`src/rtl/alu_pkg.sv`:
```
// Shared ALU control codes and requester id type.
// Imported by the arbiter, the shared-ALU top and the bench.
package alu_pkg;

  localparam int ID_W = 1;

  typedef logic [ID_W-1:0] req_id_t;

  localparam logic [3:0] ALU_ADD  = 4'b0000;
  localparam logic [3:0] ALU_SUB  = 4'b1000;
  localparam logic [3:0] ALU_SLL  = 4'b0001;
  localparam logic [3:0] ALU_SLT  = 4'b0010;
  localparam logic [3:0] ALU_SLTU = 4'b0011;
  localparam logic [3:0] ALU_XOR  = 4'b0100;
  localparam logic [3:0] ALU_SRL  = 4'b0101;
  localparam logic [3:0] ALU_SRA  = 4'b1101;
  localparam logic [3:0] ALU_OR   = 4'b0110;
  localparam logic [3:0] ALU_AND  = 4'b0111;

endpackage

```
`src/rtl/rr_arb2.sv`:
```
// Two-way arbiter: fixed priority or round-robin.
// Ports: valid[1:0], en (slot free), grant[1:0] one-hot.
module rr_arb2
  import alu_pkg::*;
#(
  parameter bit FIXED_PRIO = 1'b0
) (
  input  logic       clk,
  input  logic       rst,
  input  logic [1:0] valid,
  input  logic       en,
  output logic [1:0] grant
);

  // ptr names the requester favoured on a tie
  logic ptr;

  always_comb begin
    grant = 2'b00;
    if (en) begin
      unique case (valid)
        2'b01:   grant = 2'b01;
        2'b10:   grant = 2'b10;
        2'b11:   grant = (FIXED_PRIO || !ptr)
                         ? 2'b01 : 2'b10;
        default: grant = 2'b00;
      endcase
    end
  end

  always_ff @(posedge clk or posedge rst) begin
    if (rst) begin
      ptr <= 1'b0;
    end else if (grant[0]) begin
      ptr <= 1'b1;
    end else if (grant[1]) begin
      ptr <= 1'b0;
    end
  end

endmodule

```
`src/rtl/alu_arb2.sv`:
```
// One ALU shared by two valid/ready requesters via a one-entry
// issue register; responses tagged with the requester id.
module alu_arb2
  import alu_pkg::*;
#(
  parameter int XLEN       = 32,
  parameter int FIXED_PRIO = 0
) (
  input  logic            clk,
  input  logic            rst,
  input  logic            req0_valid,
  output logic            req0_ready,
  input  logic [XLEN-1:0] req0_a,
  input  logic [XLEN-1:0] req0_b,
  input  logic [3:0]      req0_ctr,
  input  logic            req1_valid,
  output logic            req1_ready,
  input  logic [XLEN-1:0] req1_a,
  input  logic [XLEN-1:0] req1_b,
  input  logic [3:0]      req1_ctr,
  output logic            rsp_valid,
  input  logic            rsp_ready,
  output req_id_t         rsp_id,
  output logic [XLEN-1:0] rsp_y,
  output logic            rsp_zero,
  output logic            rsp_less
);

  logic            iss_valid;
  logic [XLEN-1:0] iss_a;
  logic [XLEN-1:0] iss_b;
  logic [3:0]      iss_ctr;
  req_id_t         iss_id;

  logic       free;
  logic [1:0] grant;

  // slot frees the same cycle the result is taken
  assign free = !iss_valid || rsp_ready;

  rr_arb2 #(
    .FIXED_PRIO(FIXED_PRIO != 0)
  ) u_arb (
    .clk  (clk),
    .rst  (rst),
    .valid({req1_valid, req0_valid}),
    .en   (free && !rst),
    .grant(grant)
  );

  assign req0_ready = grant[0];
  assign req1_ready = grant[1];

  always_ff @(posedge clk or posedge rst) begin
    if (rst) begin
      iss_valid <= 1'b0;
      iss_a     <= '0;
      iss_b     <= '0;
      iss_ctr   <= ALU_ADD;
      iss_id    <= '0;
    end else if (grant[0]) begin
      iss_valid <= 1'b1;
      iss_a     <= req0_a;
      iss_b     <= req0_b;
      iss_ctr   <= req0_ctr;
      iss_id    <= req_id_t'(0);
    end else if (grant[1]) begin
      iss_valid <= 1'b1;
      iss_a     <= req1_a;
      iss_b     <= req1_b;
      iss_ctr   <= req1_ctr;
      iss_id    <= req_id_t'(1);
    end else if (rsp_ready) begin
      iss_valid <= 1'b0;
    end
  end

  logic [4:0]      shamt;
  logic            lt_s;
  logic            lt_u;
  logic [XLEN-1:0] y;

  assign shamt = iss_b[4:0];
  assign lt_s  = $signed(iss_a) < $signed(iss_b);
  assign lt_u  = iss_a < iss_b;

  always_comb begin
    y = '0;
    unique case (iss_ctr)
      ALU_ADD:  y = iss_a + iss_b;
      ALU_SUB:  y = iss_a - iss_b;
      ALU_SLL:  y = iss_a << shamt;
      ALU_SLT:  y = {{(XLEN-1){1'b0}}, lt_s};
      ALU_SLTU: y = {{(XLEN-1){1'b0}}, lt_u};
      ALU_XOR:  y = iss_a ^ iss_b;
      ALU_SRL:  y = iss_a >> shamt;
      ALU_SRA:  y = $signed(iss_a) >>> shamt;
      ALU_OR:   y = iss_a | iss_b;
      ALU_AND:  y = iss_a & iss_b;
      default:  y = '0;
    endcase
  end

  assign rsp_valid = iss_valid;
  assign rsp_id    = iss_id;
  assign rsp_y     = y;
  assign rsp_zero  = (y == '0);
  // less follows the compare flavour: unsigned only for SLTU
  assign rsp_less  = (iss_ctr == ALU_SLTU) ? lt_u : lt_s;

endmodule

```
`config.mk`:
```
export PLATFORM = sky130hd
export DESIGN_NAME = alu_arb2
export DESIGN_NICKNAME = d
export VERILOG_FILES = /design/src/rtl/alu_pkg.sv /design/src/rtl/rr_arb2.sv /design/src/rtl/alu_arb2.sv
export SDC_FILE = /design/constraint.sdc
export NUM_CORES = 1
export LEC_CHECK = 0
export CORE_ASPECT_RATIO = 1.4
export CORE_MARGIN = 2
export CORE_UTILIZATION = 25
export DETAILED_ROUTE_END_ITERATION = 6
export GPL_ROUTABILITY_DRIVEN = 0
export PLACE_DENSITY = 0.43
export SLEW_MARGIN = 20
export SYNTH_ARGS = -nofsm -noshare
export SYNTH_HDL_FRONTEND = slang
export SYNTH_SLANG_ARGS = --single-unit
export TNS_END_PERCENT = 10
```
`constraint.sdc`:
```
create_clock -name clk -period 6.8 [get_ports clk]
set_input_delay 1.36 -clock clk [delete_from_list [all_inputs] [get_ports clk]]
set_output_delay 1.36 -clock clk [all_outputs]
set_load 0.05 [all_outputs]
```
* Word-level counts from Yosys, hierarchy flattened
Index checks and enable logic that the tools add are counted.
** Storage, ports and cells
- Register bits :: 71
- Input port bits :: 141
- Output and inout port bits :: 38
** Cells by class
- $add $sub $neg :: 2
- Order comparisons :: 2
- Eq/ne operators :: 12
- Shift-type cells :: 3
- Mux-type cells :: 18
- Bitwise gates (word level) :: 3
- Reduce and logical (&&, ||, !) cells :: 8
** Operator list (count)
- 32-bit one-hot mux with 10 select lines :: 1
- 32-bit two-way mux :: 4
- 32-bit less-than comparator :: 2
- 32-bit adder :: 1
- 32-bit bitwise AND :: 1
- 32-bit logical NOT :: 1
- 32-bit bitwise OR :: 1
- 32-bit by 5-bit left shift with 32-bit output :: 1
- 32-bit by 5-bit >> shifter with 32-bit output :: 1
- 32-bit by 5-bit >>> shifter with 32-bit output :: 1
- 32-bit subtractor :: 1
- 32-bit bitwise XOR :: 1
- 4-bit by 3-bit == test with 1-bit output, second input constant :: 4
- 4-bit by 2-bit == test with 1-bit output, second input constant :: 2
- 4-bit == test, second input constant :: 2
- 1-bit two-way mux :: 8
- 4-bit two-way mux :: 2
- 2-bit one-hot mux with 3 select lines :: 1
- 2-bit == test, second input constant :: 2
- 4-bit by 1-bit == test with 1-bit output, second input constant :: 1
- 4-bit logical NOT :: 1
- 2-bit two-way mux :: 2
- 3-bit nonzero test :: 1
- 2-bit by 1-bit == test with 1-bit output, second input constant :: 1
- other kinds (4) :: 5

* Logic depth before layout (Yosys ltp)
Gate-level depths: netlist of run 1.
- Depth after elaboration :: 6
- Gate-level depth with buffers :: 18
- Gate-level depth less buffers :: 14

* Hierarchy
Synthesis of run 1 repeated with hierarchy kept, for this count alone.
** Second synthesis, totals
- Cell total of the unflattened synthesis :: 1816
- Area total of the unflattened synthesis :: 13432.9 µm²
** By module, submodules not included
- alu_arb2 :: instances 1, cells each 1807, area an instance 13367.8 µm²
- rr_arb2 :: instances 1, cells each 9, area an instance 65.1 µm²

* Worst setup path before layout of run 1
No wires, ideal clock.
- Kind :: register to output
- From :: register iss_b[2]
- To :: output rsp_zero
- Data arrival time :: 6989 ps
- Data required time :: 5440 ps
- Slack :: -1549 ps
- Stages on the path, launching flop included :: 19
- Buffers on the path :: 5
- Cells stage by stage :: dfrtp_1 -> buf_6 -> buf_4 -> inv_1 -> clkbuf_1 -> clkbuf_1 -> ha_1 -> clkbuf_1 -> nand2b_1 -> a211oi_1 -> o21ai_0 -> o41ai_1 -> xor2_1 -> a211o_1 -> or4_1 -> or4b_1 -> or4_1 -> or4_1 -> nor4bb_1
** Between the ends
- Word-level cells in the longest chain between the ends :: 3
** Ends and longest elaborated chain
- start: declaration :: RTL line alu_arb2.sv:31 : logic [XLEN-1:0] iss_b;
- start signal: assignment :: RTL line alu_arb2.sv:64 : iss_b <= req0_b;
- start signal: assignment :: RTL line alu_arb2.sv:70 : iss_b <= req1_b;
- 32-bit subtractor, or another cell as far along :: RTL line alu_arb2.sv:91 : ALU_SUB: y = iss_a - iss_b;
- 32-bit one-hot mux with 10 select lines * :: RTL line alu_arb2.sv:89 : unique case (iss_ctr)
- named net rsp_y[12] :: RTL line alu_arb2.sv:24 : output logic [XLEN-1:0] rsp_y,
- 32-bit logical NOT * :: RTL line alu_arb2.sv:107 : assign rsp_zero = (y == '0);
- end: declaration :: RTL line alu_arb2.sv:25 : output logic rsp_zero,
Mark *: on every way through the listed nets, which the timed path passes. The rest lies on a longest branch.

* Worst setup path in the final report of run 1
- From :: register iss_b[1]
- To :: output rsp_zero
** Between the ends
- Word-level cells in the longest chain between the ends :: 3
** Ends and longest elaborated chain (RTL line)
- 32-bit subtractor, or another cell as far along :: alu_arb2.sv:91
- 32-bit one-hot mux with 10 select lines * :: alu_arb2.sv:89
- 32-bit logical NOT * :: alu_arb2.sv:107
Mark *: on every way between the ends. The rest lies on a longest branch, timed or not.

==> results of run 1 <==
kinds of logic (layout without fill, tap and decap cells):
group                    Yosys count  in the layout
AO/OA/AOI/OAI                    557            557
multiplexers                     124            124
AND/OR/NAND/NOR                  543            543
adder cells (fa/ha/maj)          101            101
XOR/XNOR                          18             18
flip-flops                        71             71
buffers and inverters            253            475
how the worst max path moves through the flow:
stage,start,to,cells after the start
CTS,iss_b[0],rsp_zero,16
global placement,iss_b[1],rsp_zero,16
floorplan,iss_b[4],rsp_zero,17
global route,iss_b[1],rsp_zero,17
detailed placement,iss_b[1],rsp_zero,15
finish,iss_b[1],rsp_zero,17
stage by stage:
step           hold WS, ns  util [%]  setup TNS [ns]  cells  instance area, um^2
3_3_place_gp         0.495      32.0               0   2485                16000
2_1_floorplan        0.518         -          -0.638   1667                12800
5_1_grt              0.579      33.6         -0.0395   2532                16800
6_report             0.514      33.6               0   2532                16800
4_1_cts              0.520      32.7               0   2505                16400
3_5_place_dp         0.499      32.0               0   2485                16000
power groups by stage:
stage | clock network [W] | logic (W) | registers [W]
after floorplan | 0 | 0.00425 | 0.000693
after global placement | 0 | 0.00688 | 0.000734
after detailed placement | 0 | 0.00686 | 0.000740
after CTS | 0.000508 | 0.00694 | 0.000733
after global routing | 0.000521 | 0.00766 | 0.000753
final | 0.000499 | 0.00731 | 0.000735
registers in the layout, indices dropped and copies added, names as in the netlist:
register,count
iss_a,32
iss_b,32
iss_ctr,4
rsp_id,1
rsp_valid,1
u_arb.ptr,1
timing repair:
item / CTS / global route
buffers inserted: 3 / 25
pin swaps: 5 / 11
endpoints found under the setup margin: 1 / 1
gates resized for setup: 12 / 51
gates cloned: 1 / 2
area by class of cell:
class,count,area share (%)
timing repair buffer,357,20.0
tap,643,4.79
inverter,102,2.31
multi-input combinational,1343,60.6
sequential,71,10.6
clock buffer,9,1.34
clock inverter,7,0.327
per-layer routing:
| layer | global-route usage, % | share of wire (%) | vias to the layer above |
|---|---|---|---|
| li1 | - | - | 6786 |
| met1 | 28.2 | 37 | 7380 |
| met2 | 42.5 | 48 | 805 |
| met3 | 3.32 | 6.3 | 260 |
| met4 | 16.3 | 8.0 | 2 |
| met5 | 0 | 0.016 | - |
placed cells by master (no fill, tap or decap), types with 19 or more instances in the layout:
| cell | n |
|---|---|
| a21o_1 | 19 |
| nand3_1 | 36 |
| nor2_1 | 124 |
| inv_1 | 97 |
| o22ai_1 | 28 |
| ha_1 | 94 |
| a21oi_1 | 107 |
| clkdlybuf4s50_1 | 162 |
| a221o_1 | 66 |
| a211oi_1 | 21 |
| nand2_1 | 148 |
| o21ai_0 | 74 |
| mux4_2 | 36 |
| o211ai_1 | 31 |
| buf_4 | 175 |
| mux2_2 | 26 |
| mux2i_1 | 57 |
| nor3_1 | 89 |
| dfrtp_1 | 63 |
worst reg2reg max path, delay by kind of cell, from the launching register on:
kind	cells	cell delay, ns
buffers and inverters	3	1.30
AOI/OAI and AO/OA	2	0.58
DFF	1	0.38
and+or+nand+nor	2	0.34
==> summary.md, run 1 <==
| Metric | Value |
|---|---|
| Most numerous cell in the Yosys netlist | `nand2_1` |
| Most used cell, CP | `buf_4` |
| IO Port Bufs | `178` |
| Clock transition at path regs | `0.08 ns` |
| First-pass GRT wire length | `98,100 um` |
| Post-Synth Adder-Cell Area | `10.1%` |
| Clk network pwr share | `5.8%` |
| Reg-to-reg critical path endpoint | `iss_b[0]` |
| Synth Warn # | `0` |
| Mux share of post-synthesis cell area | `13.7%` |
| Top FF cell, synth | `dfrtp_1` |
| Final hold violation count | `0` |
| Worst EP arrival | `5.36 ns` |
| Die Wd | `194 um` |
| Die H | `270 um` |
| RR Startpoint | `rsp_valid` |
| Commonest cells post-synth | `148 x nand2_1, 125 x nor2_1, 111 x a21oi_1, 110 x clkbuf_1, 100 x inv_1` |
| H-tree levels | `3` |
| P&R area growth vs syn | `33.2%` |
| Crit-path slowest cell | `dfrtp_4` |
| ANT cells | `0` |
| Main combinational cell family by area after synthesis | `compound AO/OA/AOI/OAI gates` |
| Footprint of the multi-input gates | `10,200 um^2` |
| Synth Net Count | `1,909` |
| Final Cycle Share | `98.8%` |
| Hold crit path type | `reg -> reg` |
| Hold path depth | `2` |
| Bufs and invs on worst path | `6` |
| Final WS setup | `0.0839 ns` |
| Clock Tree Root | `clkbuf_16` |
| Gr ovfl total | `0` |
| EDFF count, synth | `0` |
| Endpoint type of the worst setup path | `output port` |
| Synth area leader | `dfrtp_1` |
| Post-CTS Hold Buffers | `0` |
| Rows | `97` |
| Post-Place Worst Slack | `0.211 ns` |
| Vias after detailed routing | `15,200` |
| Crit-path max FO | `6` |
| Tot Pwr | `0.00854 W` |
| Sequential share of the synthesized area | `14.1%` |
| Cell Chain, Critical Path | `buf_4 -> clkbuf_16 -> buf_4 -> mux4_2 -> mux2_4 -> mux2i_1 -> o211ai_1 -> o21ai_2 -> buf_4 -> o211ai_1 -> or4_4 -> or4_4 -> a2111o_1 -> or4_4 -> nor4bb_2 -> buf_4 -> buf_12` |
| P_leak | `6.83 nW` |
| Max-cap viol count | `0` |
| Antenna violations before repair | `1` |
| Highest clock rate | `0.149 GHz` |
| DR pass1 iterations | `7` |
| Crit path time final | `6.72 ns` |
| Clock skew | `0.00916 ns` |
| # setup viols final | `0` |
| Routed WL | `67,400 um` |
| Hold-critical path endpoint | `rsp_id` |
| Worst path max stage delay | `0.54 ns` |
| Setup CP Type | `reg -> out` |
| Compound-Gate Fraction of Synth Area | `31.7%` |
| Routed vias/inst | `6.02` |
| Layout cells sized above 1 | `19.7%` |
| Final Max Slew Viols | `0` |
| Clock latency on the worst-skew pair | `0.38 ns` |
| Distinct cells, synth | `87` |
| Post-Synth XOR/XNOR Area | `1.25%` |
| Area of the die | `52,300 um^2` |
| CTS Buffer Depth | `2` |
| All-layer global routing usage | `24.6%` |
| R2R cell count | `7` |
| Clk sinks | `71` |
| Post-Syn Area | `12,600 um^2` |
| DR DRC count | `0` |
| Switch Pwr | `0.00496 W` |
| DR iter-0 viols | `1,566` |
| Initial Util | `25.2%` |
| Seq cells post-synth | `71` |
| Switch share | `58.0%` |
| Reg area | `1790 um^2` |
| Number of global-route vias before repair | `15,200` |
| Top post-synthesis cells by area | `dfrtp_1 14%, ha_1 9.8%, mux4_2 6.4%, a221o_1 5.2%, mux2i_1 4.6%` |
| Top cell type's share of synthesized area | `14.1%` |
| Largest net degree at the start of global routing | `70` |
| Flop pwr share | `8.6%` |
| Async set-reset flop share out of synthesis | `100%` |
| Synthesized instance count | `1,667` |
| CP Launch Type | `flip-flop` |
| Routed Antenna Nets | `0` |
| Internal power | `0.00358 W` |
| Core area | `50,000 um^2` |
| Critical path's top delay family | `simple AND/OR/NAND/NOR gates` |
| Worst path required time | `5.44 ns` |
| Worst slew pin tran | `1.17 ns` |
| Hold path startpoint | `rsp_id` |
| Peak VDD IR | `277 uV` |
| Mapped Avg Cell Area | `7.57 um^2` |
| Final-layout fill cell count | `5,372` |
| Comb pwr share | `85.6%` |
| Final HPWL DP | `53,500 um` |
| PD cells | `508 nW/um^2` |
| Num CTS Buffers | `9` |
| Simple-gate area share of the yosys netlist | `21.0%` |
| Final nets | `2,126` |
| # IOs | `179` |
| Wire per inst | `26.6 um` |
| CTS tree | `yes` |
| Slew HR | `20.7%` |
| FF-to-FF setup slack | `4.02 ns` |
| Status | `finished clean` |
(Power assumes the default switching activity.)
==> run 2, diff against run 1 <==
- CORE_MARGIN: 2 -> 5
- SETUP_SLACK_MARGIN: default -> 0.3
==> run 2 against run 1 <==
Net effect:
- the run now ends with DRC left
- count of clock-buffer cells in the layout did not move
- final cell count rose by 0.32%
- critical path depth fell by 1
- non-clock buffer count rose by 8
- via count fell by 0.14%
- maximum frequency rose by 0.19%
- core utilization rose by 0.26 points
- power rose by 1.5%
- clock power rose by 12%
- clock skew fell by 0.0012 ns
- setup slack improved by 0.013 ns
- critical endpoint unchanged
- highest routed layer unchanged
==> summary.md, run 2 (synthesized netlist as in run 1, its figures left out) <==
| Metric | Value |
|---|---|
| Status | `finished with violations` |
| Failing checks | `DRC` |
| PD cells | `512 nW/um^2 (+0.67%)` |
| Hold-critical path endpoint | `rsp_id` |
| Routed Antenna Nets | `0 (unchanged)` |
| Initial Util | `25.2% (unchanged)` |
| # IOs | `179 (unchanged)` |
| Clock transition at path regs | `0.07 ns (about the same)` |
| Slew HR | `23.9% (+3.1 points)` |
| Core area | `50,000 um^2 (unchanged)` |
| Cell area after layout | `16,900 um^2 (+0.77%)` |
| Cell Chain, Critical Path | `buf_12 -> buf_4 -> mux4_2 -> and3_1 -> a311oi_1 -> nand2_1 -> o41ai_1 -> buf_4 -> o211ai_1 -> nor2_1 -> or4b_4 -> or4_4 -> or4_4 -> nor4bb_4 -> buf_4 -> buf_12` |
| Critical path's top delay family | `simple AND/OR/NAND/NOR gates` |
| Crit-path slowest cell | `mux4_2` |
| Bufs and invs on worst path | `5 (-1)` |
| Crit-path max FO | `11 (+5)` |
| CP Launch Type | `flip-flop` |
| Most frequent cells in the layout | `178 x buf_4, 162 x clkdlybuf4s50_1, 148 x nand2_1, 125 x nor2_1, 106 x a21oi_1` |
| Worst path max stage delay | `0.59 ns (+0.05 ns)` |
| Final-layout fill cell count | `5,407 (+0.65%)` |
| First-pass GRT wire length | `101,000 um (+2.6%)` |
| Final core occ | `33.9% (+0.26 points)` |
| Final Cycle Share | `98.6% (-0.19 points)` |
| Hold crit path type | `reg -> reg` |
| Clock latency on the worst-skew pair | `0.37 ns (about the same)` |
| Final Max Slew Viols | `0 (unchanged)` |
| Filler-free cell count of the finished design | `2,540 (+0.32%)` |
| All-layer global routing usage | `24.2% (-0.41 points)` |
| Area of the die | `55,100 um^2 (+5.4%)` |
| # setup viols final | `0 (unchanged)` |
| Antenna violations before repair | `1 (unchanged)` |
| Placed cells | `2,500 (+0.60%)` |
| Crit path time final | `6.70 ns (-0.0129 ns)` |
| Worst path required time | `5.44 ns (about the same)` |
| Reg-to-reg critical path endpoint | `iss_b[0]` |
| Hold path startpoint | `rsp_id` |
| DR DRC count | `2 (+2)` |
| Layout cells sized above 1 | `19.9% (+0.13 points)` |
| Top flop regs | `iss_a: 32 flops, iss_b: 32 flops, iss_ctr: 4 flops` |
| Largest net degree at the start of global routing | `75 (+7.1%)` |
| Routed WL | `69,400 um (+3.1%)` |
| Tot Pwr | `0.00867 W (+1.5%)` |
| Setup CP Type | `reg -> out` |
| Final WS setup | `0.0967 ns (+0.0129 ns)` |
| Worst slew pin tran | `1.13 ns (-0.0461 ns)` |
| Rows | `97 (unchanged)` |
| Clock Tree Root | `clkbuf_16` |
| Hold path depth | `2 (unchanged)` |
| P_leak | `6.90 nW (+1.0%)` |
| FF-to-FF setup slack | `4.00 ns (-0.02 ns)` |
| H-tree levels | `3 (unchanged)` |
| DR pass1 iterations | `7 (unchanged)` |
| Peak VDD IR | `280 uV (+1.1%)` |
| DR iter-0 viols | `1,554 (-0.77%)` |
| Leading cell type in the layout, fill and taps excluded | `buf_4` |
| Clk sinks | `71 (unchanged)` |
| Post-Place Worst Slack | `0.0289 ns (-0.182 ns)` |
| Endpoint type of the worst setup path | `output port` |
| Number of global-route vias before repair | `15,400 (+1.2%)` |
| Final hold violation count | `0 (unchanged)` |
| Vias after detailed routing | `15,200 (-0.14%)` |
| Routed vias/inst | `5.99 (-0.45%)` |
| Die Wd | `200 um (+3.1%)` |
| Setup crit start | `iss_b[1]` |
| Die H | `276 um (+2.2%)` |
| P&R area growth vs syn | `34.3%` |
| Highest clock rate | `0.149 GHz (+0.19%)` |
| Wire per inst | `27.3 um (+2.8%)` |
| Dpl cell area | `16,100 um^2 (+0.83%)` |
| CTS tree | `yes` |
| Clock skew | `0.00794 ns (-0.00123 ns)` |
| ANT cells | `0 (unchanged)` |
| RSZ-0062 raised after global routing | `yes` |
| R2R cell count | `7 (unchanged)` |
| Final nets | `2,134 (+0.38%)` |
| IO Port Bufs | `178 (unchanged)` |
| RR Startpoint | `rsp_valid` |
| Most used cell, CP | `buf_4` |
| Max-cap viol count | `0 (unchanged)` |
| Num CTS Buffers | `9 (unchanged)` |
| Post-CTS Hold Buffers | `0 (unchanged)` |
| Gr ovfl total | `0 (unchanged)` |
| Final HPWL DP | `55,400 um (+3.6%)` |
| Worst EP arrival | `5.34 ns (-0.02 ns)` |
| CTS Buffer Depth | `2 (unchanged)` |
run 2: routing by layer:
layer / vias up / share of wire (%) / global-route usage (%)
met5: - / 0.019 / 0
met4: 2 / 7.6 / 14.8
met3: 237 / 5.8 / 2.89
met2: 745 / 49 / 41.8
met1: 7412 / 38 / 28.4
li1: 6816 / - / -
run 2: cell type report:
| type | count | area, um^2 | area share (%) |
|---|---|---|---|
| timing repair buffer | 365 | 3450 | 20.3 |
| sequential | 71 | 1790 | 10.6 |
| clock inverter | 7 | 104 | 0.613 |
| tap | 643 | 805 | 4.75 |
| inverter | 102 | 392 | 2.31 |
| clock buffer | 9 | 225 | 1.33 |
| multi-input combinational | 1343 | 10200 | 60.1 |
run 2: worst max path at each step:
stage	end	slack (ns)	depth (start not counted)
2_1_floorplan	rsp_zero	-0.64	17
6_report	rsp_zero	0.1	16
3_5_place_dp	rsp_zero	0.03	17
4_1_cts	rsp_zero	0.13	16
3_3_place_gp	rsp_zero	-0.40	17
5_1_grt	rsp_zero	0.04	17
run 2: timing repair:
item | in CTS | in global routing
gates resized for setup | 43 | 21
buffers inserted | 19 | 3
gates cloned | 1 | 1
pin swaps | 14 | 8
endpoints found under the setup margin | 1 | 1
run 2: metrics by stage:
step	setup TNS [ns]	hold WS [ns]
final	0	0.515
after global routing	0	0.577
after CTS	0	0.523
after detailed placement	0	0.503
after global placement	-0.395	0.497
after floorplan	-0.638	0.518
run 2: report_power, final:
group / switching [W] / internal (W) / total [W] / leakage, nW
sequential: 0.000197 / 0.000551 / 0.000748 / 0.859
clock: 0.000234 / 0.000327 / 0.000561 / 0.155
combinational: 0.00454 / 0.00282 / 0.00736 / 5.89
run 2: worst register-to-register path, delay by kind of cell, from the launching register on:
family	cells	cell delay, ns
buffers and inverters	3	1.30
flip-flops	1	0.39
AO/OA/AOI/OAI	2	0.58
AND/OR/NAND/NOR	2	0.36
==> run 3, diff against run 2 <==
- CORE_UTILIZATION: 25 -> 44
- PLACE_DENSITY: 0.43 -> 0.68
==> run 3 against run 2 <==
Net effect:
- power decreased by 4.0%
- sequential power grew 1%
- register-to-register slack gained 0.10 ns
- the run still ends with DRC left
==> summary.md, run 3 (synthesized netlist as in run 1, its figures left out) <==
| Metric | Value |
|---|---|
| Worst path required time | `5.44 ns (about the same)` |
| Final HPWL DP | `44,100 um (-20%)` |
| IO Port Bufs | `178 (unchanged)` |
| Gr ovfl total | `0 (unchanged)` |
| Worst path max stage delay | `0.55 ns (-0.04 ns)` |
| Antenna violations before repair | `2 (+1)` |
| Num CTS Buffers | `9 (unchanged)` |
| Slew HR | `25.1% (+1.3 points)` |
| Dpl cell area | `15,300 um^2 (-5.2%)` |
| Clock skew | `0.00815 ns (+0.000213 ns)` |
| Clk sinks | `71 (unchanged)` |
| Routed vias/inst | `7.10 (+18%)` |
| Most used cell, CP | `or4_1` |
| Max-cap viol count | `0 (unchanged)` |
| Highest clock rate | `0.149 GHz (+0.17%)` |
| RSZ-0062 raised after global routing | `yes` |
| Die Wd | `153 um (-23%)` |
| Top flop regs | `iss_a: 32 flops, iss_b: 32 flops, iss_ctr: 4 flops` |
| Wire per inst | `27.0 um (-1.4%)` |
| Peak VDD IR | `339 uV (+21%)` |
| # setup viols final | `0 (unchanged)` |
| Vias after detailed routing | `15,700 (+3.5%)` |
| Worst EP arrival | `5.33 ns (about the same)` |
| Hold path startpoint | `rsp_id` |
| CTS Buffer Depth | `2 (unchanged)` |
| DR iter-0 viols | `2,512 (+62%)` |
| Crit path time final | `6.69 ns (-0.0112 ns)` |
| P&R area growth vs syn | `28.0%` |
| Hold crit path type | `reg -> reg` |
| Leading cell type in the layout, fill and taps excluded | `clkdlybuf4s50_1` |
| First-pass GRT wire length | `90,100 um (-11%)` |
| Routed Antenna Nets | `0 (unchanged)` |
| CTS tree | `yes` |
| Clock transition at path regs | `0.06 ns (about the same)` |
| Largest net degree at the start of global routing | `75 (unchanged)` |
| Initial Util | `44.6% (+19 points)` |
| Critical path's top delay family | `simple AND/OR/NAND/NOR gates` |
| Final hold violation count | `0 (unchanged)` |
| Post-CTS Hold Buffers | `0 (unchanged)` |
| FF-to-FF setup slack | `4.10 ns (+0.10 ns)` |
| Hold path depth | `2 (unchanged)` |
| Area of the die | `32,200 um^2 (-42%)` |
| Endpoint type of the worst setup path | `output port` |
| All-layer global routing usage | `35.6% (+11 points)` |
| H-tree levels | `3 (unchanged)` |
| Bufs and invs on worst path | `3 (-2)` |
| Die H | `210 um (-24%)` |
| Crit-path max FO | `6 (-5)` |
| Routed WL | `59,800 um (-14%)` |
| Cell Chain, Critical Path | `buf_16 -> mux4_2 -> mux2_4 -> a222oi_1 -> nand2_1 -> o31ai_4 -> o2111ai_4 -> or4_1 -> or4b_4 -> or4_1 -> or4_4 -> nor4bb_4 -> buf_4 -> buf_12` |
| Status | `finished with violations` |
| P_leak | `6.62 nW (-4.0%)` |
| Crit-path slowest cell | `mux4_2` |
| Clock Tree Root | `clkbuf_16` |
| Number of global-route vias before repair | `15,300 (-0.12%)` |
| Placed cells | `2,179 (-13%)` |
| Most frequent cells in the layout | `164 x clkdlybuf4s50_1, 148 x nand2_1, 130 x buf_4, 125 x nor2_1, 105 x a21oi_1` |
| DR DRC count | `28 (+26)` |
| Worst slew pin tran | `1.12 ns (-0.00259 ns)` |
| Failing checks | `DRC` |
| Final nets | `2,080 (-2.5%)` |
| CP Launch Type | `flip-flop` |
| Core area | `28,300 um^2 (-43%)` |
| ANT cells | `0 (unchanged)` |
| Layout cells sized above 1 | `17.8% (-2.1 points)` |
| Cell area after layout | `16,100 um^2 (-4.7%)` |
| Final Cycle Share | `98.4% (-0.16 points)` |
| Reg-to-reg critical path endpoint | `iss_b[0]` |
| Hold-critical path endpoint | `rsp_id` |
| Clock latency on the worst-skew pair | `0.37 ns (about the same)` |
| Final Max Slew Viols | `0 (unchanged)` |
| R2R cell count | `6 (-1)` |
| Setup CP Type | `reg -> out` |
| Filler-free cell count of the finished design | `2,218 (-13%)` |
| DR pass1 iterations | `7 (unchanged)` |
| # IOs | `179 (unchanged)` |
| Rows | `73 (-25%)` |
| RR Startpoint | `rsp_valid` |
| PD cells | `515 nW/um^2 (+0.72%)` |
[run 3: per-layer routing]
| metal | GRT usage, % | vias to the layer above | part of all wire, % | wire (um) |
|---|---|---|---|---|
| met5 | 0 | - | 0.022 | 13 |
| met4 | 28.0 | 2 | 10 | 6130 |
| met3 | 11.2 | 453 | 13 | 7900 |
| met2 | 55.5 | 1364 | 44 | 26100 |
| met1 | 40.4 | 7212 | 33 | 19600 |
| li1 | - | 6707 | - | - |
[run 3: worst register-to-register path, stage by stage, from the launching register on]
cell and delay, ns:
dfrtp_1 0.38, inv_1 0.07, o21a_1 0.14, and3_4 0.62, buf_4 0.67, nor3_1 0.19, a221o_1 0.44
[run 3: per-stage QoR]
stage	util [%]	total power (W)	worst slack, ns	hold slack, ns	setup TNS (ns)
after floorplan	-	0.00494	-0.638	0.518	-0.638
after global placement	53.9	0.00702	0.302	0.481	0
after detailed placement	53.9	0.00705	0.221	0.490	0
after CTS	56.5	0.00786	0.253	0.504	0
after global routing	57.0	0.00863	0.0330	0.566	0
final	57.0	0.00832	0.108	0.494	0
[run 3: power breakdown]
| group | internal [W] | switching, W |
|---|---|---|
| Clock | 0.000369 | 0.000207 |
| Sequential | 0.000552 | 0.000205 |
| Combinational | 0.00260 | 0.00439 |
| Total | 0.00352 | 0.00480 |
[run 3: repair_timing]
action / 4_1_cts / 5_1_grt
gates resized for setup: 49 / 22
pin swaps: 11 / 7
buffers inserted: 14 / 6
cloned: 3 / 0
setup endpoints to repair: 1 / 1
[run 3: worst max-delay path by stage]
| stage | to | cells past startpoint | slack (ns) | from |
|---|---|---|---|---|
| after floorplan | rsp_zero | 17 | -0.64 | iss_b[4] |
| after global placement | rsp_zero | 15 | 0.30 | iss_b[1] |
| after detailed placement | rsp_zero | 16 | 0.22 | iss_a[0] |
| after CTS | rsp_zero | 14 | 0.25 | iss_b[1] |
| after global routing | rsp_zero | 15 | 0.03 | iss_b[1] |
| final | rsp_zero | 14 | 0.11 | iss_b[1] |
[run 3: final cells by class]
class | count | area (um^2)
Inverter | 102 | 388
Clock inverter | 5 | 104
Tap cell | 375 | 469
Sequential cell | 71 | 1790
Multi-Input combinational cell | 1343 | 10200
Clock buffer | 11 | 243
Timing Repair Buffer | 311 | 2960
Fill cell | 2638 | 12200
